**config.mk**
```make
export PLATFORM = sky130hd
export DESIGN_NAME = alien_matrix_alive_tracker
export DESIGN_NICKNAME = d
export VERILOG_FILES = /design/src/rtl/alien_pkg.sv /design/src/rtl/alien_column_extent.sv /design/src/rtl/alien_matrix_alive_tracker.sv
export SDC_FILE = /design/constraint.sdc
export NUM_CORES = 1
export LEC_CHECK = 0
export CORE_MARGIN = 2
export CORE_UTILIZATION = 39
export DETAILED_ROUTE_END_ITERATION = 6
export GPL_ROUTABILITY_DRIVEN = 0
export PLACE_DENSITY = 0.7
export RECOVER_POWER = 100
export SLEW_MARGIN = 15
export SYNTH_ARGS = -nofsm -noshare
export SYNTH_HDL_FRONTEND = slang
export SYNTH_SLANG_ARGS = --single-unit
```
**constraint.sdc**
```tcl
create_clock -name clk -period 2 [get_ports clk]
set_input_delay 0.3 -clock clk [delete_from_list [all_inputs] [get_ports clk]]
set_output_delay 0.3 -clock clk [all_outputs]
set_load 0.1 [all_outputs]
```
**src/rtl/alien_pkg.sv**
```systemverilog
// Shared geometry, widths, score table and state encoding for the alien matrix tracker.
package alien_pkg;

    localparam int unsigned ALIEN_ROWS    = 4;
    localparam int unsigned ALIEN_COLUMNS = 8;
    localparam int unsigned CELL_W_LOG2   = 6;
    localparam int unsigned CELL_H_LOG2   = 5;
    localparam int unsigned REFILL_FRAMES = 60;

    localparam int unsigned ALIEN_COUNT = ALIEN_ROWS * ALIEN_COLUMNS;
    localparam int unsigned OFFSET_W    = 11;
    localparam int unsigned COL_W       = $clog2(ALIEN_COLUMNS);
    localparam int unsigned ROW_W       = $clog2(ALIEN_ROWS);
    localparam int unsigned IDX_W       = ROW_W + COL_W;
    localparam int unsigned COUNT_W     = $clog2(ALIEN_COUNT + 1);
    localparam int unsigned FRAME_W     = $clog2(REFILL_FRAMES);
    localparam int unsigned SCORE_W     = 8;

    localparam logic [SCORE_W-1:0] ROW_SCORE [ALIEN_ROWS] = '{8'd30, 8'd20, 8'd10, 8'd10};

    typedef enum logic [1:0] {
        IDLE = 2'd0,
        PLAY = 2'd1,
        WAIT = 2'd2
    } alien_state_t;

endpackage

```
**src/rtl/alien_column_extent.sv**
```systemverilog
// Leftmost and rightmost columns that still hold a live alien.
module alien_column_extent
    import alien_pkg::*;
(
    input  logic [ALIEN_COUNT-1:0] aliveMask,
    output logic [COL_W-1:0]       leftColumn,
    output logic [COL_W-1:0]       rightColumn
);

    logic [ALIEN_COLUMNS-1:0] col_any;

    always_comb begin
        col_any = '0;
        for (int r = 0; r < int'(ALIEN_ROWS); r++) begin
            for (int c = 0; c < int'(ALIEN_COLUMNS); c++) begin
                col_any[c] = col_any[c] | aliveMask[r*int'(ALIEN_COLUMNS) + c];
            end
        end
    end

    // Scan direction sets priority; an empty mask leaves the full-width defaults.
    always_comb begin
        leftColumn  = '0;
        rightColumn = COL_W'(ALIEN_COLUMNS - 1);
        for (int c = int'(ALIEN_COLUMNS) - 1; c >= 0; c--) begin
            if (col_any[c]) leftColumn = COL_W'(c);
        end
        for (int c = 0; c < int'(ALIEN_COLUMNS); c++) begin
            if (col_any[c]) rightColumn = COL_W'(c);
        end
    end

endmodule

```
**src/rtl/alien_matrix_alive_tracker.sv**
```systemverilog
// Alive-mask bookkeeping for the invader matrix: applies bullet hits, awards score,
// signals defeat and refills the matrix after a fixed number of frames.
module alien_matrix_alive_tracker
    import alien_pkg::*;
(
    input  logic                       clk,
    input  logic                       resetN,
    input  logic                       startOfFrame,
    input  logic                       playGame,
    input  logic                       bulletHit,
    input  logic signed [OFFSET_W-1:0] hitOffsetX,
    input  logic signed [OFFSET_W-1:0] hitOffsetY,
    output logic [ALIEN_COUNT-1:0]     aliveMask,
    output logic [COUNT_W-1:0]         aliensLeft,
    output logic [COL_W-1:0]           leftColumn,
    output logic [COL_W-1:0]           rightColumn,
    output logic [SCORE_W-1:0]         scoreAdd,
    output logic                       scoreValid,
    output logic                       matrixDefeated
);

    alien_state_t               state;
    logic [FRAME_W-1:0]         frame_cnt;
    logic signed [OFFSET_W-1:0] col_s;
    logic signed [OFFSET_W-1:0] row_s;
    logic                       col_ok;
    logic                       row_ok;
    logic [IDX_W-1:0]           hit_idx;
    logic                       hit_ok;

    // Cell decode: any set bit above the index field means negative or off the matrix.
    assign col_s   = hitOffsetX >>> CELL_W_LOG2;
    assign row_s   = hitOffsetY >>> CELL_H_LOG2;
    assign col_ok  = (col_s[OFFSET_W-1:COL_W] == '0);
    assign row_ok  = (row_s[OFFSET_W-1:ROW_W] == '0);
    assign hit_idx = {row_s[ROW_W-1:0], col_s[COL_W-1:0]};
    assign hit_ok  = bulletHit && (state == PLAY) && col_ok && row_ok && aliveMask[hit_idx];

    always_ff @(posedge clk or negedge resetN) begin
        if (!resetN) begin
            state          <= IDLE;
            aliveMask      <= '1;
            aliensLeft     <= COUNT_W'(ALIEN_COUNT);
            frame_cnt      <= '0;
            scoreAdd       <= '0;
            scoreValid     <= 1'b0;
            matrixDefeated <= 1'b0;
        end else begin
            scoreValid     <= 1'b0;
            matrixDefeated <= 1'b0;
            if (!playGame) begin
                state      <= IDLE;
                aliveMask  <= '1;
                aliensLeft <= COUNT_W'(ALIEN_COUNT);
                frame_cnt  <= '0;
            end else begin
                unique case (state)
                    IDLE: state <= PLAY;
                    PLAY: begin
                        if (hit_ok) begin
                            aliveMask[hit_idx] <= 1'b0;
                            aliensLeft         <= aliensLeft - COUNT_W'(1);
                            scoreValid         <= 1'b1;
                            scoreAdd           <= ROW_SCORE[row_s[ROW_W-1:0]];
                            if (aliensLeft == COUNT_W'(1)) begin
                                matrixDefeated <= 1'b1;
                                state          <= WAIT;
                            end
                        end
                    end
                    WAIT: begin
                        if (startOfFrame) begin
                            if (frame_cnt == FRAME_W'(REFILL_FRAMES - 1)) begin
                                frame_cnt  <= '0;
                                aliveMask  <= '1;
                                aliensLeft <= COUNT_W'(ALIEN_COUNT);
                                state      <= PLAY;
                            end else begin
                                frame_cnt <= frame_cnt + FRAME_W'(1);
                            end
                        end
                    end
                    default: state <= IDLE;
                endcase
            end
        end
    end

    alien_column_extent u_extent (
        .aliveMask   (aliveMask),
        .leftColumn  (leftColumn),
        .rightColumn (rightColumn)
    );

endmodule
```
==> summary.md <==
| Metric | Value |
|---|---|
| Post-synth EDFFs | 0 |
| Final setup violation count | 50 |
| Asr flop ratio synth | 100% |
| GRT Resource Usage Total | 23.2% |
| # H-tree levels | 2 |
| Crit path to | rightColumn[0] |
| Iteration count of the initial detailed-routing pass | 5 |
| Starting density of the core | 40.0% |
| Measured slew at the worst slew-check pin | 1.34 ns |
| Worst Path Max Fanout | 2 |
| Reg power frac | 52.1% |
| Grt total ovfl | 0 |
| P_sw | 584 uW |
| Hold Crit Depth | 2 |
| CP endpoint kind | output port |
| Sw Share | 29.6% |
| Drt wl/cell | 18.6 um |
| Synth Flop Type | dfstp_2 |
| Sequential fraction of the synthesis area | 45.0% |
| Remaining DRCs | 0 |
| CTS tree | built |
| Final hold viol count | 0 |
| Fin crit share | 119% |
| R2R cell count | 8 |
| Die area | 8070 um^2 |
| Worst setup startpoint | aliveMask[9]$_DFFE_PN1P_ |
| Post-Syn Instances | 305 |
| Max clock buf depth | 2 |
| Worst EP arrival | 2.09 ns |
| IO Port Bufs | 65 |
| Final Net Count | 458 |
| Root buffer cell | clkbuf_8 |
| Core Rows | 31 |
| Required @ worst endpoint | 1.70 ns |
| DR iter-0 viols | 320 |
| Die H | 89.8 um |
| Slew margin rel. | 10.5% |
| Layout cells sized above 1 | 54.8% |
| Vias per Instance | 5.60 |
| Pre-CTS setup slack | -0.549 ns |
| Crit start category | flop |
| Fin area | 5320 um^2 |
| Minimum clock period after layout | 2.39 ns |
| Top achievable clock speed | 419 MHz |
| Clock slew seen by the registers of the worst setup and hold paths | 0.09 ns |
| Vias | 2956 |
| R2R Setup Slk | -0.25 ns |
| Total wire length | 9.84 mm |
| Reg2reg start | aliveMask[9]$_DFFE_PN1P_ |
| MaxCap Viol Count | 0 |
| Slew Limit Fails | 0 |
| Outcome | finished with violations |
| RSZ-0062 raised after global routing | true |
| Clock power share | 29.3% |
| Final WS setup | -0.386 ns |
| Reg-to-Reg End | aliensLeft[1]$_DFFE_PN0P_ |
| Antenna Cells | 0 |
| Power Density | 371 nW/um^2 |
| Clock sink count | 50 |
| Initial antenna violation count | 0 |
| WS Path Type | flop to output port |
| Power Internal | 1390 uW |
| Yosys cell types | 49 |
| Largest net degree at the start of global routing | 31 |
| Worst vdd ir | 0.288 mV |
| Tot Pwr | 1980 uW |
| Detailed placement HPWL | 6.26 mm |
| Total CTS buffers | 5 |
| First-pass GRT wire length | 15.3 mm |
| Max Clock Skew | 0.00733 ns |
| Yosys warns | 0 |
| Area Growth Syn to Fin | 85.2% |
| Clock Latency Late Sink | 0.31 ns |
| Lkg Pwr | 0.00205 uW |
| Avg Synthesized Cell Area | 9.42 um^2 |
| Post-synthesis instance area | 2870 um^2 |
| Combinational share of power | 18.5% |
| #FFs+latches synth | 50 |
| Hold WC Path Type | flop to flop |
| Vias in the first global route | 3048 |
| Ports | 81 |
| Failing checks | negative setup slack |
| Die width | 89.8 um |
| Core Region | 7180 um^2 |
| Area post-placement | 4460 um^2 |
| Antenna viol nets, final | 0 |
through the flow:
stage / cells / utilization, % / TNS, ns / hold WS (ns)
final: 528 / 74.1 / -9.86 / 0.552
after global routing: 528 / 74.1 / -15.77 / 0.571
after CTS: 526 / 70.3 / -7.92 / 0.494
after detailed placement: 503 / 62.2 / -22.14 / 0.285
after global placement: 503 / 62.2 / -18.90 / 0.279
after floorplan: 308 / - / -6.45 / 0.00441
sequential cells by signal, summed over array words and instances, names as in the netlist:
register / count
aliveMask: 32
aliensLeft: 6
frame_cnt: 6
scoreAdd: 2
state: 2
matrixDefeated: 1
scoreValid: 1
routing by layer:
metal  wire [um]  GRT usage [%]
met5           0              0
met4         227           6.67
met3         519           4.02
met2        5130           41.6
met1        3960           28.6
cell usage in the layout, fill, tap and decap left out, drive strengths merged, types with 8 or more instances in the layout:
| cell type | netlist | routed |
|---|---|---|
| a31oi | 33 | 33 |
| dfrtp | 17 | 17 |
| clkdlybuf4s50 | 0 | 11 |
| clkbuf | 7 | 21 |
| o21ai | 9 | 9 |
| nor3 | 8 | 8 |
| inv | 9 | 9 |
| mux2i | 21 | 21 |
| nand2 | 16 | 16 |
| dfstp | 33 | 33 |
| nor2 | 57 | 57 |
| buf | 15 | 107 |
cells by family after synthesis:
group,share of synthesized area [%]
xor gates and xnor gates,1.22
DFF,45.0
and+or+nand+nor,21.4
other,0.131
buffers and inverters,5.97
AOI/OAI and AO/OA,16.3
muxes,8.62
adders and majority gates,1.31
layout make-up:
class	count	area [um^2]
Timing Repair Buffer	135	1630
Fill cell	416	1860
Clock buffer	8	80.1
Sequential cell	50	1360
Multi-Input combinational cell	227	2100
Tap cell	99	124
Inverter	9	33.8
critical path, stage by stage (launching register included):
cell and delay (ns):
dfstp_4 0.47, or4_4 0.54, o21ai_1 0.19, a21oi_1 0.10, o21ai_1 0.20, nand2_2 0.10, buf_12 0.17
worst min path at each step:
stage	start	end	slack (ns)
2_1_floorplan	resetN	aliensLeft[0]$_DFFE_PN0P_	0.004
4_1_cts	resetN	frame_cnt[2]$_DFFE_PN0P_	0.49
6_report	aliveMask[30]$_DFFE_PN1P_	aliveMask[30]$_DFFE_PN1P_	0.55
3_5_place_dp	resetN	frame_cnt[2]$_DFFE_PN0P_	0.29
3_3_place_gp	resetN	frame_cnt[2]$_DFFE_PN0P_	0.28
5_1_grt	state[0]$_DFFE_PN0P_	state[0]$_DFFE_PN0P_	0.57
synthesized netlist by cell type (2+ instances only):
cell	n	area, um^2
nor2_1	57	214
a31oi_1	33	206
dfstp_2	33	867
mux2i_1	21	210
dfrtp_1	17	425
nand2_1	16	60.1
buf_4	10	75.1
inv_1	9	33.8
nor3_1	8	40.0
o21ai_0	8	40.0
clkbuf_1	7	26.3
nand3_1	7	35.0
nor4_1	7	43.8
a21oi_1	6	30.0
or4_1	6	45.0
nand2b_1	5	31.3
a211oi_1	3	22.5
ha_1	3	37.5
nand4_1	3	18.8
o21a_1	3	22.5
o32ai_1	3	26.3
or3_1	3	18.8
xor2_1	3	26.3
and2_1	2	12.5
buf_2	2	10.0
buf_6	2	22.5
mux2_1	2	22.5
nand3b_1	2	15.0
nor3b_1	2	15.0
nor4b_1	2	17.5
or2_2	2	12.5
repair_timing:
item | in CTS | in global routing
hold endpoints to repair | 4 | 0
resized for setup | 56 | 37
endpoints found under the setup margin | 50 | 50
hold buffers | 1 | 0
pin swaps | 11 | 6
setup buffers | 12 | 2
cloned | 2 | 0
power groups by stage:
stage                     registers, uW  logic [uW]  clock network [uW]
after global placement             1050         302                   0
after detailed placement           1050         308                   0
final                              1030         366                 579
after global routing               1030         389                 617
after floorplan                    1060         179                   0
after CTS                          1030         337                 581
No activity file was read; power rests on OpenSTA's default activity.
==> edit 1: new RTL, same flow settings <==
Change the package constant `ALIEN_COLUMNS` from 8 to 16.
--- a/src/rtl/alien_pkg.sv
+++ b/src/rtl/alien_pkg.sv
@@ -2,7 +2,7 @@
 package alien_pkg;
 
     localparam int unsigned ALIEN_ROWS    = 4;
-    localparam int unsigned ALIEN_COLUMNS = 8;
+    localparam int unsigned ALIEN_COLUMNS = 16;
     localparam int unsigned CELL_W_LOG2   = 6;
     localparam int unsigned CELL_H_LOG2   = 5;
     localparam int unsigned REFILL_FRAMES = 60;
Ports: changed (resized aliensLeft, aliveMask, leftColumn and rightColumn); port bits go from 81 to 116. No check against the original RTL was run, so the function may have changed too.
==> edit 1 against the unedited design <==
The run ends with DRC, setup timing left; routed wire length up 120%; setup slack worse by 0.36 ns; sequential cell count up 33; via count up 83%; final cell count up 62%; design area up 53%; non-clock buffer count up 132; combinational power up 67%; area after synthesis up 62%; fmax down 13%; core utilization down 3.3 points; power up 110%; largest cell class unchanged.
==> edit 1: results (changes against the unedited design) <==
Clock network:
- The clock transition at the registers of the reported paths is 0.07 ns (was 0.09 ns).
- The clock latency of the later-clocked register in the worst-skew pair is 0.35 ns (was 0.31 ns).
- The maximum level of the CTS H-tree was 3 (was 2).
- The CTS buffer count is 9 (was 5).

Logic synthesis:
- The sequential area share after synthesis came to 46.5% (was 45.0%).
- Ranking of synthesized cells by area: dfstp_2, dfrtp_1, mux4_1 (was dfstp_2, dfrtp_1, nor2_1).
- The xor and xnor fraction of the mapped netlist area is 0% (was 1.22%).
- The adder-cell area share of the yosys netlist came to 0.808% (was 1.31%).
- The mean instance size in the synthesized netlist is 10.2 um^2 (was 9.42 um^2).
- The share of cell area taken by muxes after synthesis is 10.2% (was 8.62%).

STA:
- The worst hold slack is 0.533 ns (was 0.552 ns).
- The worst setup slack after layout is -0.748 ns (was -0.386 ns).
- The sum of negative setup slack is -33.01 ns (was -9.86 ns).
- The count of final setup violators is 85 (was 50).
- The slew at the pin with the worst max-slew slack is 0.997 ns (was 1.34 ns).

Setup path:
- The delay of the slowest cell on the worst path is 0.57 ns (was 0.54 ns).
- The start point of the critical path is aliveMask[3]$_DFFE_PN1P_ (was aliveMask[9]$_DFFE_PN1P_).
- The reg2reg setup slack is -0.47 ns (was -0.25 ns).
- The depth of the worst register-to-register path was 10 (was 8).
- The launch point of the worst reg-to-reg path was aliveMask[30]$_DFFE_PN1P_ (was aliveMask[9]$_DFFE_PN1P_).

Place:
- The post-detailed-placement cell area came to 7850 um^2 (was 4460 um^2).
- The port buffer count was 100 (was 65).
- The post-placement cell count is 811 (was 503).
- The minimum setup slack after placement is -0.839 ns (was -0.549 ns).

Run status:
- Run status: finished with violations (unchanged).
- Failing checks: DRC, setup timing (was setup timing).

Drt:
- The detailed-route DRC error count came to 7 (was 0).
- The detailed router's first-iteration violation count came to 537 (was 320).
- The total wire length was 21.5 mm (was 9.84 mm).
- The count of TritonRoute iterations in the first routing pass is 7 (was 5).

Final layout:
- The final cell count without fillers came to 857 (was 528).
- Largest registers: aliveMask (64), aliensLeft (7), frame_cnt (6) (was aliveMask (32), aliensLeft (6), frame_cnt (6)).
- The number of nets in the layout is 739 (was 458).
- The number of filler cells placed in the layout was 709 (was 416).
- The share of layout cells above drive strength 1 is 64.3% (was 54.8%).

Pwr:
- The largest vdd supply drop is 0.000485 V (was 0.000288 V).

Global route:
- The overall routing resource usage is 30.2% (was 23.2%).
- The via count of the first global-routing pass is 5650 (was 3048).
==> edit 1: cell families (layout without fill, tap and decap cells) <==
family,after synthesis,in the layout
AOI/OAI and AO/OA,120,120
adders and majority gates,3,3
buffers and inverters,37,291
DFF,83,83
muxes,26,26
other,1,4
and+or+nand+nor,187,187
==> edit 1: critical path: cells and delay by family, from the launching register on <==
family                 cells  cell delay [ns]
AO/OA/AOI/OAI              3             0.62
buffers and inverters      1             0.17
flip-flops                 1             0.47
AND/OR/NAND/NOR            3             0.85
==> edit 1: layer usage <==
metal  GRT usage (%)  share of wire [%]  vias to the layer above
li1                -                  -                     2213
met1            35.4                 36                     2669
met2            52.1                 49                      402
met3            7.77                8.7                      124
met4            13.9                6.1                        0
met5               0                  0                        -
==> edit 1: layout make-up <==
cell class              count  area, um^2  area share [%]
clock inverters             5        85.1            1.04
repair buffers            267        2290            28.1
well taps                 143         179            2.19
flip-flops and latches     83        2240            27.5
multi-input cells         340        3080            37.8
clock buffers              11         243            2.97
inverters                   8        30.0           0.368
==> edit 1: worst min-delay path by stage <==
| stage | from | endpoint | cells past startpoint |
|---|---|---|---|
| after detailed placement | resetN | frame_cnt[4]$_DFFE_PN0P_ | 1 |
| after global routing | frame_cnt[3]$_DFFE_PN0P_ | frame_cnt[3]$_DFFE_PN0P_ | 1 |
| after CTS | resetN | frame_cnt[4]$_DFFE_PN0P_ | 2 |
| final | frame_cnt[3]$_DFFE_PN0P_ | frame_cnt[3]$_DFFE_PN0P_ | 1 |
| after global placement | resetN | frame_cnt[4]$_DFFE_PN0P_ | 1 |
| after floorplan | resetN | aliensLeft[0]$_DFFE_PN0P_ | 0 |
==> edit 1: power groups by stage <==
stage / clock, mW / sequential [mW] / combinational [mW]
after floorplan: 0 / 1.76 / 0.242
after global placement: 0 / 1.73 / 0.456
after detailed placement: 0 / 1.73 / 0.468
after CTS: 1.86 / 1.71 / 0.563
after global routing: 1.96 / 1.71 / 0.641
final: 1.90 / 1.71 / 0.613
==> edit 1: repair_timing <==
| action | 4_1_cts | 5_1_grt |
|---|---|---|
| pin swaps | 41 | 43 |
| endpoints found under the hold margin | 13 | 0 |
| buffers inserted | 24 | 12 |
| hold buffers | 1 | 0 |
| endpoints found under the setup margin | 85 | 85 |
| gates resized for setup | 82 | 58 |
| gates cloned | 3 | 0 |
==> edit 2: new RTL, same flow settings <==
Without the edit above. Encoding of `alien_state_t`: now one-hot (3 bits for 3 states).
--- a/src/rtl/alien_pkg.sv
+++ b/src/rtl/alien_pkg.sv
@@ -18,10 +18,10 @@
 
     localparam logic [SCORE_W-1:0] ROW_SCORE [ALIEN_ROWS] = '{8'd30, 8'd20, 8'd10, 8'd10};
 
-    typedef enum logic [1:0] {
-        IDLE = 2'd0,
-        PLAY = 2'd1,
-        WAIT = 2'd2
+    typedef enum logic [2:0] {
+        IDLE = 3'b001,
+        PLAY = 3'b010,
+        WAIT = 3'b100
     } alien_state_t;
 
 endpackage
Formal check against the unedited RTL: no difference found for any inputs over 4 cycles, from zero or initial values and one cycle with resetN low; so few cycles prove little.
==> edit 2 against the unedited design <==
The flow still finishes with violations (setup timing); global-route usage is 1.0 points higher; largest power group unchanged; area after synthesis is 6.2% higher; routed wire length is 6.0% higher; power is 0.81% lower; clock power is 0.9% higher; design area is 6.2% lower; setup slack better by 0.11 ns; combinational power is 13% lower; sequential cell count is 1 higher; synthesized cell count is 7.9% higher; first-iteration DRC count is 28% lower.
==> edit 2: results (changes against the unedited design) <==
Run status:
- Run status: finished with violations (unchanged).
- Failing checks: setup timing (unchanged).

Worst hold path:
- The hold path startpoint was aliensLeft[4]$_DFFE_PN0P_ (was aliveMask[30]$_DFFE_PN1P_).

STA:
- The worst setup slack after layout is -0.279 ns (was -0.386 ns).
- The count of final setup violators is 50 (unchanged).
- The slew at the pin with the worst max-slew slack came to 0.887 ns (was 1.34 ns).
- The sum of negative setup slack is -7.40 ns (was -9.86 ns).
- The largest clock skew in the final design came to 0.0115 ns (was 0.00733 ns).

Logic synthesis:
- The sequential area share after synthesis is 43.2% (was 45.0%).
- The xor and xnor fraction of the mapped netlist area is 1.72% (was 1.22%).
- The area fraction in compound gates after synthesis was 15.3% (was 16.3%).
- The share of cell area taken by muxes after synthesis is 5.99% (was 8.62%).
- Leading post-synthesis cells by instance count: nor2_1, dfstp_2, a21oi_1 (was nor2_1, a31oi_1, dfstp_2).
- The adder-cell area share of the yosys netlist is 1.23% (was 1.31%).

Final layout:
- The final cell count without fillers is 567 (was 528).
- The number of nets in the layout is 494 (was 458).
- The share of layout cells above drive strength 1 came to 54.2% (was 54.8%).

Setup path:
- The delay of the slowest cell on the worst path came to 0.57 ns (was 0.54 ns).
- The start point of the critical path is aliveMask[12]$_DFFE_PN1P_ (was aliveMask[9]$_DFFE_PN1P_).
- The worst endpoint data arrival time came to 1.98 ns (was 2.09 ns).
- The capture point of the worst path is leftColumn[2] (was rightColumn[0]).
- The reg-to-reg endpoint is aliensLeft[4]$_DFFE_PN0P_ (was aliensLeft[1]$_DFFE_PN0P_).
- The depth of the worst register-to-register path is 9 (was 8).
- The reg2reg setup slack is -0.22 ns (was -0.25 ns).

Place:
- The minimum setup slack after placement is -0.706 ns (was -0.549 ns).
- The post-detailed-placement cell area is 4690 um^2 (was 4460 um^2).
- The post-placement cell count is 536 (was 503).

Pwr:
- The power density of the placed cells is 392 nW/um^2 (was 371 nW/um^2).

Drt:
- The per-cell via count in the routed design is 5.67 (was 5.60).
- The mean routed wirelength per cell is 18.4 um (was 18.6 um).
[edit 2: cell count changes after synthesis, sizes merged, moves of 7 or more]
| cell | before | now |
|---|---|---|
| a21oi | 7 | 23 |
| a31oi | 33 | 0 |
| a41oi | 1 | 13 |
| buf | 15 | 22 |
| nor2 | 57 | 41 |
| nor3 | 8 | 21 |
[edit 2: cell type report]
cell class | instances | area, um^2
clock buffers | 8 | 80.1
inverters | 8 | 30.0
well taps | 102 | 128
multi-input cells | 243 | 1950
fillers | 579 | 2660
repair buffers | 155 | 1440
flip-flops and latches | 51 | 1360
[edit 2: routing by layer]
metal  share of wire (%)  vias up  GRT usage [%]  wire length (um)
li1                    -     1477              -                 -
met1                  39     1586           26.7              4020
met2                  54      129           45.7              5620
met3                 5.7       23           4.64               598
met4                 1.9        0           8.83               196
met5                   0        -              0                 0
[edit 2: repair_timing]
action,CTS,global route
buffers inserted,14,7
endpoints found under the setup margin,50,50
hold buffers,1,0
gates cloned,4,0
hold endpoints to repair,14,0
resized for setup,87,19
pin swaps,29,13
